`config.mk`:
```
export PLATFORM = sky130hd
export DESIGN_NAME = soda_customer_driver
export DESIGN_NICKNAME = d
export VERILOG_FILES = /design/src/rtl/soda_customer_driver.sv
export SDC_FILE = /design/constraint.sdc
export NUM_CORES = 1
export LEC_CHECK = 0
export CORE_MARGIN = 4
export CORE_UTILIZATION = 30
export DETAILED_ROUTE_END_ITERATION = 16
export HOLD_SLACK_MARGIN = 0.12
export PLACE_DENSITY = 0.48
export SYNTH_ARGS = -nofsm -noshare
export SYNTH_HDL_FRONTEND = slang
export SYNTH_SLANG_ARGS = --single-unit
```
`constraint.sdc`:
```
create_clock -name clk -period 4.9 [get_ports clk]
set_input_delay 0.49 -clock clk [delete_from_list [all_inputs] [get_ports clk]]
set_output_delay 0.49 -clock clk [all_outputs]
set_load 0.005 [all_outputs]
```
`src/rtl/soda_customer_driver.sv`:
```
// Customer-side initiator for the soda vending machine: inserts a one- or two-coin
// payment, steps the machine with next pulses until soda appears, and tallies change.
module soda_customer_driver #(
   parameter int PULSE_HIGH = 4,
   parameter int PULSE_LOW  = 4,
   parameter int MAX_PULSES = 8
) (
   input  logic       clk,
   input  logic       reset,
   input  logic       start,
   input  logic [1:0] coin_a,
   input  logic [1:0] coin_b,
   input  logic       two_coins,
   input  logic       check_coin_in,
   input  logic       soda,
   input  logic [1:0] coin_out,
   output logic       next,
   output logic [1:0] coin_in,
   output logic       busy,
   output logic       done,
   output logic [3:0] change_total,
   output logic       soda_got,
   output logic       underpaid,
   output logic       timeout_err
);

   localparam int TMAX = (PULSE_HIGH > PULSE_LOW) ? PULSE_HIGH : PULSE_LOW;
   localparam int TW   = $clog2(TMAX + 1);
   localparam int PW   = $clog2(MAX_PULSES + 1);
   localparam logic [TW-1:0] HI_LAST   = TW'(PULSE_HIGH - 1);
   localparam logic [TW-1:0] LO_LAST   = TW'(PULSE_LOW - 1);
   localparam logic [PW-1:0] PULSE_MAX = PW'(MAX_PULSES);

   typedef enum logic [2:0] {
      S_IDLE, S_SETUP, S_HI, S_LO, S_EVAL, S_FIN, S_ERR
   } state_t;

   state_t          r_state;
   logic [1:0]      r_coin_b;
   logic            r_coin_left;
   logic            r_final;
   logic [PW-1:0]   r_pulses;
   logic [TW-1:0]   r_timer;

   logic [1:0]      w_change_add;
   logic [4:0]      w_change_sum;
   logic [3:0]      w_change_sat;
   logic            w_plan_ends;
   logic            w_bad_plan;

   always_comb begin
      w_change_add = 2'd0;
      if (coin_out == 2'b10)
         w_change_add = 2'd2;
      else if (coin_out == 2'b01)
         w_change_add = 2'd1;
   end

   assign w_change_sum = {1'b0, change_total} + {3'b000, w_change_add};
   assign w_change_sat = w_change_sum[4] ? 4'hF : w_change_sum[3:0];
   // The only EVAL outcome that needs no further pulse is "machine wants a coin, plan is empty".
   assign w_plan_ends  = !soda && (w_change_add == 2'd0) && check_coin_in && !r_coin_left;
   assign w_bad_plan   = (coin_a == 2'b00) || (two_coins && (coin_b == 2'b00));

   always_ff @(posedge clk) begin
      if (!reset) begin
         r_state      <= S_IDLE;
         r_coin_b     <= 2'b00;
         r_coin_left  <= 1'b0;
         r_final      <= 1'b0;
         r_pulses     <= '0;
         r_timer      <= '0;
         next         <= 1'b0;
         coin_in      <= 2'b00;
         busy         <= 1'b0;
         done         <= 1'b0;
         change_total <= 4'd0;
         soda_got     <= 1'b0;
         underpaid    <= 1'b0;
         timeout_err  <= 1'b0;
      end else begin
         done <= 1'b0;
         case (r_state)
            S_IDLE: begin
               if (start) begin
                  r_coin_b     <= coin_b;
                  r_coin_left  <= two_coins;
                  r_final      <= 1'b0;
                  r_pulses     <= '0;
                  change_total <= 4'd0;
                  soda_got     <= 1'b0;
                  underpaid    <= 1'b0;
                  timeout_err  <= 1'b0;
                  busy         <= 1'b1;
                  if (w_bad_plan) begin
                     r_state <= S_ERR;
                  end else begin
                     coin_in <= coin_a;
                     r_state <= S_SETUP;
                  end
               end
            end
            S_SETUP: begin
               r_pulses <= r_pulses + PW'(1);
               r_timer  <= '0;
               next     <= 1'b1;
               r_state  <= S_HI;
            end
            S_HI: begin
               if (r_timer == HI_LAST) begin
                  r_timer <= '0;
                  next    <= 1'b0;
                  r_state <= S_LO;
               end else begin
                  r_timer <= r_timer + TW'(1);
               end
            end
            S_LO: begin
               if (r_timer == LO_LAST)
                  r_state <= r_final ? S_FIN : S_EVAL;
               else
                  r_timer <= r_timer + TW'(1);
            end
            S_EVAL: begin
               if (!w_plan_ends && (r_pulses == PULSE_MAX)) begin
                  r_state <= S_ERR;
               end else if (soda) begin
                  soda_got <= 1'b1;
                  r_final  <= 1'b1;
                  coin_in  <= 2'b00;
                  r_state  <= S_SETUP;
               end else if (w_change_add != 2'd0) begin
                  change_total <= w_change_sat;
                  coin_in      <= 2'b00;
                  r_state      <= S_SETUP;
               end else if (check_coin_in) begin
                  if (r_coin_left) begin
                     r_coin_left <= 1'b0;
                     coin_in     <= r_coin_b;
                     r_state     <= S_SETUP;
                  end else begin
                     underpaid <= 1'b1;
                     r_state   <= S_FIN;
                  end
               end else begin
                  coin_in <= 2'b00;
                  r_state <= S_SETUP;
               end
            end
            S_FIN: begin
               done    <= 1'b1;
               busy    <= 1'b0;
               coin_in <= 2'b00;
               r_state <= S_IDLE;
            end
            S_ERR: begin
               timeout_err <= 1'b1;
               done        <= 1'b1;
               busy        <= 1'b0;
               coin_in     <= 2'b00;
               r_state     <= S_IDLE;
            end
            default: r_state <= S_IDLE;
         endcase
      end
   end

endmodule

```
==> key figures <==
Global route
  • Met2 usage: 0.2166
  • Number of global-route vias before repair: 1,306
  • Largest net degree at the start of global routing: 26
  • First-pass GRT wire length: 6085 microns
  • Layer with the highest usage: met2
  • M1 GR Usage: 0.1502
  • Total Routing Usage GR: 0.1215
  • M3 GR Usage: 0.02752
  • Initial antenna violation count: 0
  • GR Overflow Total: 0

Floorplan
  • Initial core utilization: 0.3111
  • Die area: 6117 sq um
  • Die Span X: 78.21 microns
  • Die Y: 78.21 microns
  • Core Area: 4755 sq um
  • Std cell rows: 25
  • Ports: 24

STA
  • Worst rel slew slack: 0.5042
  • Setup tns final: 0 ns
  • Slew Limit Fails: 0
  • Worst slew pin tran: 0.7428 ns
  • Setup violators final: 0
  • Final period util: 0.5026
  • Clock Skews: 0.001050 ns
  • Fin crit period: 2.463 ns
  • Unrepaired setup endpoints after global routing: no
  • Hold slack final: 0.4712 ns
  • FMAX: 0.4061 GHz
  • Hold Vio Cnt, Final: 0

Pwr
  • Leak: 0.6512 nW
  • P per Cell Area: 267.3 nW/um^2
  • VDD IR max: 98.46 uV

Yosys
  • Post-synthesis sequential area ratio: 0.3384
  • Top cells by area, synth: dfxtp_1, ha_1, a21oi_1, o21ai_0, nor2_1
  • Yosys cell types: 45
  • Top post-synthesis cells by count: dfxtp_1, a21oi_1, nor2_1
  • Largest area contributor in the netlist: dfxtp_1
  • Synth Flop Type: dfxtp_1
  • Mapped Cells: 180
  • YS warnings: 0
  • Post-synth EDFFs: 0
  • Synthesized flop and latch total: 25
  • Top cell type's share of synthesized area: 0.3384
  • Synthesized area: 1479 sq um
  • Top-count cell post-synth: dfxtp_1
  • Syn_area_per_cell: 8.216 sq um
  • Syn nets: 202
  • Asr flop ratio synth: 0

Clock network
  • # resized after CTS: 0
  • H-tree levels: 1
  • Root Buffer: clkbuf_8
  • CTS Hold Bufs: 0
  • CTS tree: yes
  • Number of CTS-inserted buffers: 3
  • CTS clk-pin slew, worst paths: 0.09 ns
  • CTS sink count: 25
  • # Post-CTS Setup Buffers: 0
  • Clock Tree Buf Depth: 2
  • Clk_lat worst skew: 0.26 ns

Cells and area
  • Share of layout cells above drive strength 1: 0.06091
  • Fin nets: 220
  • Area growth syn-to-layout: 20.64%
  • Final non-filler cell total: 264
  • Antenna diode count: 0

Run status
  • Status: completed

Flow run
  • Max-cap viol count: 0

Critical path
  • Setup crit end kind: register
  • WP data required: 5.08 ns
  • CP Class: input pin to register
  • Max Fanout on Critical Path: 5
  • Startpoint Class: input pin
  • R2R Setup Slk: 2.60 ns
  • WP data arrival: 2.64 ns

Placed design
  • Dpl hpwl: 2659 microns
  • IO buf count: 23
  • GPL Wtd Cong: 0.8450
  • Inst Count DP: 260

Drt
  • First DRT Iteration DRCs: 130
  • DRC: 0
  • Total routed wirelength: 3645 microns
  • Drt first pass iters: 4
  • Drt wl/cell: 13.81 microns
  • ANT nets after route: 0
  • Vias: 1,350
  • Drt via density: 5.114

Min path
  • Worst hold path class: register to register
[state kept, by name, indices dropped and copies added, names as in the netlist, 2 cells and up]
register / cells
change_total: 4
r_state: 3
r_timer: 3
r_coin_b: 2
coin_in: 2
r_pulses: 4
[power by group]
part           internal, mW  switching [mW]
registers             0.218          0.0241
logic                0.0557          0.0565
clock network        0.0581          0.0649
[layout make-up]
type,count,area (sq um)
Timing Repair Buffer,23,230.2
Sequential cell,25,500.5
Multi-Input combinational cell,132,875.8
Inverter,13,48.80
Tap cell,67,83.83
Clock buffer,4,45.04
Fill cell,507,2970
[cells by family (layout without fill, tap and decap cells)]
kind of cell	count (synthesis)	count (layout)	share of synthesized area
XOR/XNOR	2	2	0.01185
multiplexers	3	3	0.02031
adder cells (fa/ha/maj)	10	10	0.08968
buffers and inverters	23	40	0.06937
flip-flops	25	25	0.3384
AO/OA/AOI/OAI	58	58	0.2547
AND/OR/NAND/NOR	59	59	0.2157
[final timing paths]
check                    from               to  depth (start not counted)
hold reg to reg   r_coin_b[0]      r_coin_b[0]                          2
hold / removal    r_coin_b[0]      r_coin_b[0]                          2
setup / recovery  coin_out[0]       coin_in[0]                          7
setup reg to reg   r_state[2]  change_total[2]                          4
[cell usage in the layout (no fill, tap or decap), types with 2 or more instances in the layout]
cell	synthesis	final
a31oi_1	3	3
nor2_1	18	18
nand2b_1	2	2
ha_1	9	9
inv_1	12	12
and3_1	4	4
clkdlybuf4s50_1	0	23
nand2_1	10	10
dfxtp_1	25	25
clkbuf_8	0	3
nor3b_1	2	2
a211oi_1	5	5
a22oi_1	4	4
nor3_1	2	2
xor2_1	2	2
or2_2	4	4
a21oi_1	21	21
nand3b_1	3	3
mux2i_1	3	3
o21ai_0	14	14
nor2b_1	4	4
[stage by stage]
stage	setup slack [ns]	utilization	total power, mW	area (sq um)
6_report	2.437	0.3753	0.4769	1784
5_1_grt	2.258	0.3753	0.5096	1784
4_1_cts	2.452	0.3753	0.4852	1784
3_5_place_dp	2.154	0.3658	0.3590	1739
3_3_place_gp	2.246	0.3658	0.3557	1739
2_1_floorplan	2.970	-	0.3183	1479
[critical path, stage by stage]
cell	delay (ns)
clkdlybuf4s50_1	0.48
inv_1	0.05
ha_1	0.37
nor4bb_1	0.60
o211ai_1	0.22
and3_1	0.25
a211oi_1	0.19
[per-layer routing]
layer | vias to the layer above | wire length, microns
li1 | 675 | -
met1 | 638 | 1669
met2 | 35 | 1806
met3 | 2 | 146
met4 | 0 | 23
met5 | - | 0
Power figures use the tool's default switching activity.
